## src/rtl/cpu_2432_mem_arb.sv

```systemverilog
// ---------------------------------------------------------------------------
// cpu_2432_mem_arb
//
// Arbiter for a single-port synchronous data RAM (1-cycle read latency),
// shared between the cpu_2432 data port and a host/loader port.
//
// The host takes a RAM cycle by freezing the CPU (o_cpu_clk_en = 0) for one
// clock. The following cycle is the ACK cycle, in which the host sees its
// completion pulse and read data. CPU load data that comes back from the RAM
// while the CPU is frozen (because of a host slot or a system stall) is
// caught in a hold register. The CPU sees that data on its first enabled
// cycle.
//
// Optional feature, selected by the macro MEM_ARB_DEFER_EN:
//   Undefined : strict host priority. A pending request gets the next IDLE
//               cycle.
//   Defined   : the host waits for a cycle in which the CPU makes no RAM
//               access. After HOST_WAIT_MAX IDLE cycles of waiting, the slot
//               is forced.
//
// Handshake (host side): i_host_req rises with i_host_wr/i_host_addr/
// i_host_wdata valid and holds them stable until o_host_ack is seen. The
// o_host_ack pulse lasts one cycle, and o_host_rdata is valid only in that
// cycle. If i_host_req is still high after the ack, it is a new request,
// evaluated in the next IDLE cycle.
//
// Ports:
//   i_clk, i_rst        clock; asynchronous active-high reset
//   i_clk_en            system clock enable for the CPU
//   o_cpu_clk_en        clock enable delivered to the CPU
//   i_cpu_daddr/dout    CPU data address / lane-aligned write data
//   i_cpu_ram_rd/wr     CPU read strobe / byte write enables
//   o_cpu_din           read data to the CPU
//   i_host_req/wr/addr/wdata   host request (wr == 0 means read)
//   o_host_ack/rdata    host completion pulse / read data
//   o_ram_*             RAM port;  i_ram_rdata  RAM read data (next cycle)
//   o_dbg_state         FSM state (0 = IDLE, 1 = ACK)
//   o_dbg_hold_vld      hold register holds CPU load data
// ---------------------------------------------------------------------------
module cpu_2432_mem_arb #(
  parameter int AW            = 24,
  parameter int DW            = 32,
  parameter int HOST_WAIT_MAX = 8
) (
  input  logic          i_clk,
  input  logic          i_rst,
  input  logic          i_clk_en,
  output logic          o_cpu_clk_en,
  input  logic [AW-1:0] i_cpu_daddr,
  input  logic [DW-1:0] i_cpu_dout,
  input  logic          i_cpu_ram_rd,
  input  logic [3:0]    i_cpu_ram_wr,
  output logic [DW-1:0] o_cpu_din,
  input  logic          i_host_req,
  input  logic [3:0]    i_host_wr,
  input  logic [AW-1:0] i_host_addr,
  input  logic [DW-1:0] i_host_wdata,
  output logic          o_host_ack,
  output logic [DW-1:0] o_host_rdata,
  output logic [AW-1:0] o_ram_addr,
  output logic [DW-1:0] o_ram_wdata,
  output logic          o_ram_rd,
  output logic [3:0]    o_ram_wr,
  input  logic [DW-1:0] i_ram_rdata,
  output logic          o_dbg_state,
  output logic          o_dbg_hold_vld
);

  // The wait counter is 8 bits wide, so the parameter must fit in it.
  if (HOST_WAIT_MAX < 1 || HOST_WAIT_MAX > 255) begin : g_bad_wait_max
    $error("cpu_2432_mem_arb: HOST_WAIT_MAX must be in 1..255");
  end

  typedef enum logic {
    S_IDLE = 1'b0,
    S_ACK  = 1'b1
  } state_t;

  state_t        r_state;
  state_t        w_state_nxt;
  logic          w_grant_ok;
  logic          w_host_slot;
  logic          w_cpu_clk_en;
  logic          r_host_is_rd;
  logic          r_rd_pend;
  logic          r_hold_vld;
  logic [DW-1:0] r_hold;

  // -------------------------------------------------------------------------
  // Grant qualification
  // -------------------------------------------------------------------------
`ifdef MEM_ARB_DEFER_EN
  localparam logic [7:0] WAIT_LAST = 8'(HOST_WAIT_MAX - 1);

  logic [7:0] r_wait;
  logic       w_cpu_idle;

  assign w_cpu_idle = ~i_cpu_ram_rd & (i_cpu_ram_wr == 4'b0000);
  // A CPU-idle cycle is free to take. When the wait budget runs out, the
  // slot is taken even if the CPU is busy.
  assign w_grant_ok = w_cpu_idle | (r_wait == WAIT_LAST);

  // Counts the IDLE cycles a pending request has been passed over. The
  // count is held through ACK, and it clears when the request goes away or
  // is granted.
  always_ff @(posedge i_clk or posedge i_rst) begin
    if (i_rst) begin
      r_wait <= 8'd0;
    end else if (w_host_slot || !i_host_req) begin
      r_wait <= 8'd0;
    end else if (r_state == S_IDLE) begin
      r_wait <= r_wait + 8'd1;
    end
  end
`else
  assign w_grant_ok = 1'b1;
`endif

  // A slot is never granted while reset is asserted. During reset the RAM
  // strobes and the CPU enable simply follow the CPU side.
  assign w_host_slot = (r_state == S_IDLE) & i_host_req & w_grant_ok & ~i_rst;

  // -------------------------------------------------------------------------
  // FSM: state register
  // -------------------------------------------------------------------------
  always_ff @(posedge i_clk or posedge i_rst) begin
    if (i_rst) begin
      r_state <= S_IDLE;
    end else begin
      r_state <= w_state_nxt;
    end
  end

  // -------------------------------------------------------------------------
  // FSM: next state. ACK always returns to IDLE, so the host gets at most
  // one access every two cycles.
  // -------------------------------------------------------------------------
  always_comb begin
    w_state_nxt = r_state;
    case (r_state)
      S_IDLE:  if (w_host_slot) w_state_nxt = S_ACK;
      S_ACK:   w_state_nxt = S_IDLE;
      default: w_state_nxt = S_IDLE;
    endcase
  end

  // -------------------------------------------------------------------------
  // FSM: outputs
  // -------------------------------------------------------------------------
  always_comb begin
    w_cpu_clk_en = i_clk_en;
    o_ram_addr   = i_cpu_daddr;
    o_ram_wdata  = i_cpu_dout;
    o_ram_rd     = 1'b0;
    o_ram_wr     = 4'b0000;
    o_host_ack   = 1'b0;
    o_host_rdata = '0;

    if (w_host_slot) begin
      w_cpu_clk_en = 1'b0;
      o_ram_addr   = i_host_addr;
      o_ram_wdata  = i_host_wdata;
      o_ram_rd     = (i_host_wr == 4'b0000);
      o_ram_wr     = i_host_wr;
    end else begin
      // A frozen CPU must not touch the RAM. Its strobes may still be
      // asserted from the instruction that is being held.
      o_ram_rd = i_cpu_ram_rd & w_cpu_clk_en;
      o_ram_wr = i_cpu_ram_wr & {4{w_cpu_clk_en}};
    end

    if (r_state == S_ACK) begin
      o_host_ack = 1'b1;
      if (r_host_is_rd) o_host_rdata = i_ram_rdata;
    end
  end

  assign o_cpu_clk_en = w_cpu_clk_en;

  // Records whether the granted host access was a read, so that the ACK
  // cycle returns data only for reads.
  always_ff @(posedge i_clk or posedge i_rst) begin
    if (i_rst) begin
      r_host_is_rd <= 1'b0;
    end else if (w_host_slot) begin
      r_host_is_rd <= (i_host_wr == 4'b0000);
    end
  end

  // -------------------------------------------------------------------------
  // CPU load protection
  //
  // r_rd_pend marks a cycle in which RAM data for the CPU is arriving. If
  // the CPU is frozen in that cycle, it will not latch the data, and the
  // RAM output may be overwritten by a host read. The data is therefore
  // parked in r_hold. The capture happens only while r_hold_vld is clear,
  // so back-to-back frozen cycles keep the first value. The hold is
  // released after the first enabled cycle, which is the cycle in which the
  // CPU consumes it.
  // -------------------------------------------------------------------------
  always_ff @(posedge i_clk or posedge i_rst) begin
    if (i_rst) begin
      r_rd_pend  <= 1'b0;
      r_hold_vld <= 1'b0;
      r_hold     <= '0;
    end else begin
      r_rd_pend <= w_cpu_clk_en & i_cpu_ram_rd;
      if (w_cpu_clk_en) begin
        r_hold_vld <= 1'b0;
      end else if (r_rd_pend && !r_hold_vld) begin
        r_hold     <= i_ram_rdata;
        r_hold_vld <= 1'b1;
      end
    end
  end

  assign o_cpu_din      = r_hold_vld ? r_hold : i_ram_rdata;
  assign o_dbg_state    = (r_state == S_ACK);
  assign o_dbg_hold_vld = r_hold_vld;

endmodule
```

## config.mk

```make
export PLATFORM = sky130hd
export DESIGN_NAME = cpu_2432_mem_arb
export DESIGN_NICKNAME = d
export VERILOG_FILES = /design/src/rtl/cpu_2432_mem_arb.sv
export SDC_FILE = /design/constraint.sdc
export NUM_CORES = 1
export LEC_CHECK = 0
export BUFFER_PORTS_ARGS = -buffer_cell sky130_fd_sc_hd__buf_4
export CAP_MARGIN = 20
export CORE_AREA = 2 2 111 113
export DETAILED_ROUTE_END_ITERATION = 8
export DIE_AREA = 0 0 113 115
export PLACE_DENSITY = 0.63
export SETUP_SLACK_MARGIN = 0.05
export SYNTH_ARGS = -nofsm -noshare
export SYNTH_HDL_FRONTEND = slang
export SYNTH_SLANG_ARGS = --single-unit
```

## constraint.sdc

```tcl
create_clock -name i_clk -period 1.9 [get_ports i_clk]
set_input_delay 0.095 -clock i_clk [delete_from_list [all_inputs] [get_ports i_clk]]
set_output_delay 0.095 -clock i_clk [all_outputs]
set_load 0.01 [all_outputs]
```

Word-level counts from Yosys, hierarchy flattened:

Cells that the tools add are included.

* multiplexer cells: 13
* bitwise logic cells: 8
* reduce and logical (&&, ||, !) cells: 5

Operator list (number)
* $mux W32: 4
* $mux W24: 1
* $mux W1: 6
* $and A1 B1 Y1: 4
* $and A4 B4 Y4: 1
* $logic_not A4 Y1: 1
* $mux W4: 1
* $not A1 Y1: 3
* $pmux W1 S2: 1
* $reduce_and A2 Y1: 1
* $reduce_bool A2 Y1: 1
* $logic_and A1 B1 Y1: 1
* $logic_not A1 Y1: 1

* register bits after elaboration: 36
* input bits: 157
* output and inout port bits: 129

Depth between registers and ports, before layout:

Gate-level depths: netlist of the first run.

* depth after elaboration: 6
* gate-level depth with buffers: 6
* gate-level depth less buffers: 4

Worst setup path after synthesis of the first run:

No wires, ideal clock.

* path kind: register to register
* start point: register r_state, in the netlist o_dbg_state
* end point: register r_hold[13]
* library setup time: 0.125 ns
* arrival: 1.584 ns
* required time: 1.775 ns
* path slack: 0.191 ns
* stages on the path, launching flop included: 5
* path buffers: 1
* clock period less this slack: 1.709 ns
* cell sequence: dfrtp_1 > or3b_4 > a21oi_4 > buf_6 > mux2_2

* cells in the longest elaborated chain, start to end: 6

Ends and longest elaborated chain
* start, declared: line 79 `state_t r_state;`
* start signal, assigned: line 130 `r_state <= w_state_nxt;`
* $not A1 Y1
* $and A1 B1 Y1 (2 in a row): line 121 `assign w_host_slot = (r_state == S_IDLE) & i_host_req & w_grant_ok & ~i_rst;`
* $mux W1: line 159 `if (w_host_slot) begin`
* $not A1 Y1 (no line)
* $reduce_and A2 Y1 (no line)
* end signal, assigned: line 211 `r_hold <= i_ram_rdata;`
* end, declared: line 87 `logic [DW-1:0] r_hold;`

No other way between the ends.
A chain may end at the register's enable or synchronous reset.

Worst setup path in the final report of the first run:

* start point: register r_state, in the netlist o_dbg_state
* end point: register r_hold[31]

Same word-level chain as after synthesis.

==> results by stage, run 1 <==
Place:
- Buffers placed on the I/O ports in this run total 285.
- The final weighted congestion in routability-driven placement is 0.860.
- The detailed placer's ending HPWL is 8820 um.
- In this run, placement finished with an instance count of 765.
- The worst setup timing slack at the placement stage is 113 ps.

Logic synthesis:
- By area the synthesized netlist is led by sky130_fd_sc_hd__dfrtp_1, sky130_fd_sc_hd__mux2_2, sky130_fd_sc_hd__nand2_1.
- Counting every net in the synthesized netlist gives 510.
- The portion of synthesized cell area occupied by the leading cell type is 33.0%.
- Of all cell types, the one taking the most synthesized area is sky130_fd_sc_hd__dfrtp_1.
- The synthesized flop and latch total is 36.
- Of all flip-flops after synthesis, the portion carrying an async set or reset was 100%.
- Yosys printed 0 warnings.
- Each instance of the synthesized netlist takes up on average 7.72 um^2.
- Synthesis handed over a netlist of 353 instances.
- Synthesis instantiated 20 different standard cells from the library.
- Sequential cells were found to cover 33.0% of the synthesized design area.
- The number of enable flip-flop cells after synthesis is 0.
- The commonest cells after synthesis are sky130_fd_sc_hd__nand2_1, sky130_fd_sc_hd__mux2_2, sky130_fd_sc_hd__dfrtp_1, sky130_fd_sc_hd__and3_1, sky130_fd_sc_hd__clkbuf_1.
- The most repeated cell in the gate-level netlist after synthesis is sky130_fd_sc_hd__nand2_1.
- The post-synthesis instance area is 0.00273 mm^2.
- The primary flip-flop cell chosen by synthesis mapping is sky130_fd_sc_hd__dfrtp_1.

Worst setup path:
- The data arrival time at the worst-slack endpoint is 1980 ps.
- Data on the critical path is required at its endpoint by 2050 ps.
- The top fanout value on the critical path is 32.
- The cell class contributing the biggest share of worst-path delay is simple AND/OR/NAND/NOR gates.
- For the worst flop-to-flop path, the logic depth is 5.
- The worst setup path is captured at a flop.
- The critical path runs through a total of 5 cells.
- The buffers plus inverters on the worst setup path is 2.
- The biggest cell delay along the critical path is 410 ps.
- STA classifies the critical path startpoint as a flop.
- The critical path goes through or3b_4 -> buf_4 -> a21oi_4 -> buf_12 -> mux2_2.
- The critical path is of the reg -> reg type.
- The slowest cell on the critical path is sky130_fd_sc_hd__or3b_4.

Status:
- The final reports fail on design-rule violations.
- The flow ran to the end, but the final reports show violations.

Global routing:
- Global routing consumed, over all layers together, 16.3% of the routing resources.
- Entering global routing, the biggest net connects 53 pins.
- The first global-routing pass estimated 17,200 um of wire.
- The overflow left after global routing is 0.
- The number of global-route vias before repair came to 3,383.
- The number of antenna violations at the first check in global routing was 0.

Cells and area:
- After filler insertion, the fill cell instance count of the layout stands at 1,184.
- The repair_antennas step left the layout with diodes totalling 0.
- Once layout is complete, the cells apart from fillers number 778.
- From synthesis to final layout, the design area changed by 91.4%.
- In the final design database the tool counted 787 nets.
- The fraction of layout cells with a size suffix above 1 is 58.3%.

Timing:
- Setup repair after global routing could not meet its margin everywhere.
- Summed over all failing endpoints, the final setup total negative slack is 0 ps.
- The count of final hold-check violations was 0.
- The routed design could run at a clock period as short as 1820 ps.
- The worst pin sits at a relative slew slack of 69.8%.
- On the final layout, the worst hold slack is 64.2 ps.
- Setup violations remaining at the end of the flow were counted as 0.
- The slew of the pin with the lowest slew margin is 453 ps.
- The final setup slack of the worst path is 76.6 ps.
- Clock skew on the completed layout was measured at 3.43 ps.
- The total count of max-transition violations in the final report came to 0.
- The maximum frequency from static timing analysis is 548 MHz.
- Dividing the final minimum period by the clock period gives 96.0%.

Detailed routing:
- The detailed-routing iteration count for the pre-antenna-repair pass is 7.
- The total number of vias is 3,407.
- The antenna violation net count after detailed routing is 0.
- Dividing the detail-routed via count by the number of cells gives 4.38.
- Dividing the detail-routed wire length by the instance count gives 14.4 um.
- The initial detailed-routing violation count is 145.
- The total wire length is 11,200 um.
- The DRC violation count after routing is 15.

Clock network:
- The H-tree depth is 2.
- CTS saw 36 sinks.
- The root buffer cell chosen for the clock tree is sky130_fd_sc_hd__clkbuf_16.
- The register clock-pin slew on the reported worst setup and hold paths is 50 ps.
- The clock latency at the later pin of the worst-skew pair is 270 ps.
- The number of buffers created by CTS is 5.
- TritonCTS built the clock tree.
- The buffer levels on the longest clock path is 2.

Pwr:
- The worst vdd rail ir drop is 0.000311 V.
- Overall power consumption after layout is estimated at 3290 uW.
- In this run the static leakage power is 0.00297 uW.
- The power density of the placed cells is 630 mW/mm^2.

Floorplan:
- The core region is 0.0118 mm^2.
- The number of placed I/O pins is 286.
- In this run the vertical extent of the chip is 115 um.
- In this run the horizontal extent of the chip is 113 um.
- The overall die area is 0.0130 mm^2.
- After floorplanning, the core was divided into 40 placement rows.
- Once the floorplan was initialized, standard cells occupied 23.1% of the core.

Worst hold path:
- The worst hold path belongs to the class in -> reg.
- The cell depth of the worst min-delay path is 2.

Job:
- Across the run, the number of max-cap violations was 0.
worst reg2reg max path, stage by stage, from the launching register on:
cell	delay (ps)
sky130_fd_sc_hd__dfrtp_1	370
sky130_fd_sc_hd__or3b_4	410
sky130_fd_sc_hd__buf_4	160
sky130_fd_sc_hd__a21oi_4	160
sky130_fd_sc_hd__buf_12	220
sky130_fd_sc_hd__mux2_2	380
registers in the layout, indices dropped and copies added, names as in the netlist:
signal and cells:
r_rd_pend 1, r_host_is_rd 1, o_dbg_hold_vld 1, o_dbg_state 1
r_hold 32
final cells by class:
| class | count | area, um^2 | area share [%] |
|---|---|---|---|
| clock inverters | 2 | 35.0 | 0.671 |
| inverters | 2 | 7.51 | 0.144 |
| repair buffers | 297 | 2280 | 43.7 |
| multi-input cells | 288 | 1680 | 32.2 |
| clock buffers | 6 | 129 | 2.47 |
| well taps | 147 | 184 | 3.53 |
| flip-flops and latches | 36 | 901 | 17.3 |
where the power goes:
group,internal [uW],leakage [uW],switching (uW)
logic,790,0.00246,551
registers,963,0.000430,87.1
clock network,616,0.0000808,282
repair_timing:
action,in CTS,in global routing
hold buffers,1,0
resized for setup,1,1
gates cloned,1,0
buffers inserted,3,0
pin swaps,1,0
endpoints found under the hold margin,4,0
endpoints found under the setup margin,61,61
per-layer routing:
layer	global-route usage, %	wire length, um	vias up
li1	-	-	1702
met1	17.7	4090	1546
met2	31.1	6020	155
met3	4.90	994	4
met4	3.74	67	0
met5	0	0	-
through the flow:
stage,area [um^2],utilization [%]
after floorplan,2730,-
after global placement,4990,42.2
after detailed placement,4990,42.2
after CTS,5220,44.2
after global routing,5220,44.2
final,5220,44.2
cells in the final DEF (no fill, tap or decap), drive strengths merged:
cell type	Yosys	layout
clkbuf	14	6
a21oi	1	1
nand2	179	179
dfrtp	36	36
bufinv	0	1
or3b	1	1
buf	13	296
and2	1	1
mux2	64	64
nand2b	1	1
and3	33	33
nand3	4	4
nor4	1	1
inv	2	2
dlygate4sd3	0	1
clkinv	0	1
a21o	1	1
nor2	2	2
path summary, 6_finish.rpt:
| check | slack [ps] | startpoint | endpoint |
|---|---|---|---|
| setup / recovery | 80 | o_dbg_state | r_hold[31] |
| hold / removal | 60 | i_ram_rdata[17] | r_hold[17] |
| setup reg to reg | 80 | o_dbg_state | r_hold[31] |
| hold reg to reg | 490 | r_hold[17] | r_hold[17] |
| max in group asynchronous | 980 | i_rst | r_hold[31] |
| min in group asynchronous | 280 | i_rst | o_dbg_state |
cell families after synthesis:
family | share of synthesized area (%)
compound gates | 0.872
buf+inv | 5.32
flops | 33.0
mux | 26.4
simple gates | 34.3
Power figures use the tool's default switching activity.
==> inputs of run 2 (changes only) <==
CTS_BUF_LIST = sky130_fd_sc_hd__clkbuf_16   (was default)
GPL_TIMING_DRIVEN = 0   (was default)
==> run 2 against run 1 <==
Effect of this change:
- the run ends with design-rule violations, negative hold slack left
- clock-buffer cell count decreased by 1
- clock skew is 1.4 ps lower
- global-route usage up 0.75 points
- worst setup slack got worse by 1.9 ps
- sequential power barely moved
- design area is 3.0% higher
- non-clock buffer count rose by 17
- clock power barely moved
- core utilization up 1.3 points
- largest power group unchanged
- highest routed layer unchanged
==> results by stage, run 2 (synthesis results as in run 1) <==
Clock network:
- The CTS tree is done.
- Clock latency on the worst-skew pair, taken at its later pin, is 270 ps.
- The hold-fix buffer count after cts is 0.
- The number of buffers created by CTS is 5.
- After clock tree synthesis, the clock-pin slew on the worst setup and hold paths is 50 ps.
- The number of sinks on the clock net is 36.
- The tree is rooted in a sky130_fd_sc_hd__clkbuf_16.
- The clock tree synthesis step divided the H-tree into 2 levels.
- The buffer levels on the longest clock path is 2.

Worst setup path:
- The worst setup slack for register-to-register paths is 130 ps.
- The biggest cell delay along the critical path is 410 ps.
- STA puts the critical path data arrival time at 1730 ps.
- Counting both buffers and inverters, the worst setup path holds a total of 2.
- The critical path goes through or3b_4 -> buf_12 -> and3_1 -> a21o_1 -> buf_4.
- The slowest stage of the critical path is the sky130_fd_sc_hd__or3b_4 cell.
- The critical setup path kind is reg -> out.
- The nature of the critical path startpoint is a flop.
- The nature of the critical path endpoint is an output pin.
- The top fanout value on the critical path is 10.
- Grouping stages by cell kind, the critical path spends the most delay in simple AND/OR/NAND/NOR gates.
- The required time of the worst setup path is 1800 ps.

Floorplan:
- The die extent in x is 113 um.
- During I/O placement, the number of pins put on the boundary was 286.
- The floorplan has 40 rows.
- The standard cell core area is 0.0118 mm^2.
- The effective utilization at floorplan is 23.1%.
- The height of the die is 115 um.
- The overall die area is 0.0130 mm^2.

Cells and area:
- The filler cells instantiated in the layout total 1,202.
- The number of flip-flops under the largest register name is 32.
- Leaving out fill and tap cells, the most frequent cells in the layout are sky130_fd_sc_hd__buf_4, sky130_fd_sc_hd__nand2_1, sky130_fd_sc_hd__mux2_2.
- The net count of the finished layout is 804.
- The most frequent standard cell in the layout excluding fill and tap cells is sky130_fd_sc_hd__buf_4.
- The utilization after layout is 45.5%.
- The area overhead of the layout relative to synthesis is 97.2%.
- The number of antenna diodes in the final layout is 0.
- The finished layout cell area is 0.00538 mm^2.
- In the final layout, the share of cells above drive strength 1 is 59.6%.
- The register with the highest flop count is r_hold.

Global routing:
- The first global-routing pass estimated 17,500 um of wire.
- The overflow left after global routing is 0.
- The number of antenna violations at the first check in global routing is 0.
- Entering global routing, the biggest net connects 37 pins.
- The global router's overall resource usage is 17.0%.
- The number of global-route vias before repair is 3,453.

Timing:
- The period utilization is 96.1%.
- Setup repair after global routing could not meet its margin everywhere.
- The total count of max-transition violations in the final report is 0.
- The maximum frequency from static timing analysis is 548 MHz.
- The worst slew margin relative to its limit is 49.1%.
- The count of final hold-check violations came to 36.
- Setup violations remaining at the end of the flow were counted as 0.
- The final critical delay including setup and external delays is 1830 ps.
- The slew of the pin with the lowest slew margin is 762 ps.
- Hold timing on the final database bottoms out at a slack of -24.1 ps.
- For the final database, setup skew stands at 2.04 ps.

Pwr:
- The worst vdd rail ir drop is 0.000350 V.
- The sequential share of power is 31.5%.
- For this design the ratio of total power to cell area is 620 mW/mm^2.
- The analysis attributes to cell leakage a power of 0.00305 uW.
- The part of the total power dissipated in combinational logic is 41.5%.
- The internal power of the cells totals 2390 uW.
- Summed over all nets, the switching power comes to 942 uW.
- Net switching is 28.3% of the power.
- Per report_power, the clock group accounts for 27.0% of the total.

Place:
- The placed cell area is 0.00505 mm^2.
- The count of input and output buffers is 285.
- At the end of routability-driven placement, the weighted congestion stood at 0.875.
- The detailed placer's ending HPWL is 10,200 um.

Worst hold path:
- In this run the worst hold path is classified as in -> async.

Status:
- The final reports fail on design-rule violations, negative hold slack.
- The run finished, with violations left.

Detailed routing:
- The total number of vias is 3,457.
- The detailed router finished its first iteration with 105 violations.
- In the routed layout, each cell is associated on average with a via count of 4.35.
- For this run, the detailed router's first-pass iteration total came to 7.
- Dividing the detail-routed wire length by the instance count gives 15.1 um.
- The DRC violation count after routing is 15.
- For this block, the routed nets add up to 12,000 um of wire.
- The detail route stage leaves a number of antenna-violating nets equal to 0.

Job:
- The number of max-capacitance violations reported is 0.
run 2: per-layer routing:
layer | part of all wire (%) | global-route usage (%)
met5 | 0 | 0
met2 | 54 | 33.5
met4 | 0.99 | 4.55
met3 | 9.3 | 5.32
met1 | 35 | 17.3
run 2: what timing repair did:
item | CTS | global route
hold endpoints to repair | 0 | 0
setup endpoints to repair | 121 | 60
gates resized for setup | 35 | 15
pin swaps | 1 | 0
buffers inserted | 1 | 0
gates cloned | 0 | 1
run 2: final timing paths:
path	start	to	depth (start not counted)
max reg2reg	o_dbg_state	r_hold[27]	4
min in group i_clk	i_ram_rdata[17]	r_hold[17]	2
min reg2reg	r_hold[17]	r_hold[17]	1
max in group asynchronous	i_rst	o_dbg_state	2
min	i_rst	r_hold[24]	2
max	o_dbg_state	o_ram_rd	5
run 2: stage by stage:
stage	worst slack, ps	TNS (ps)	cells	total power [uW]
after floorplan	191	0	353	1670
after global placement	-112	-4390	785	2390
after detailed placement	-98.1	-2760	785	2420
after CTS	51.7	0	794	3380
after global routing	5.95	0	795	3530
final	74.7	0	795	3330
run 2: power groups by stage:
stage	combinational [uW]	clock, uW	sequential (uW)
floorplan	637	0	1040
global placement	1330	0	1050
detailed placement	1350	0	1070
CTS	1390	936	1050
global route	1500	967	1070
finish	1380	899	1050
run 2: cell type report:
| class | instances | area (um^2) | area share (%) |
|---|---|---|---|
| clock inverter | 3 | 38.8 | 0.722 |
| clock buffer | 5 | 125 | 2.33 |
| sequential | 36 | 902 | 16.8 |
| tap | 147 | 184 | 3.42 |
| inverter | 2 | 20.0 | 0.372 |
| buffer | 27 | 243 | 4.52 |
| multi-input combinational | 288 | 1690 | 31.4 |
| timing repair buffer | 287 | 2170 | 40.4 |
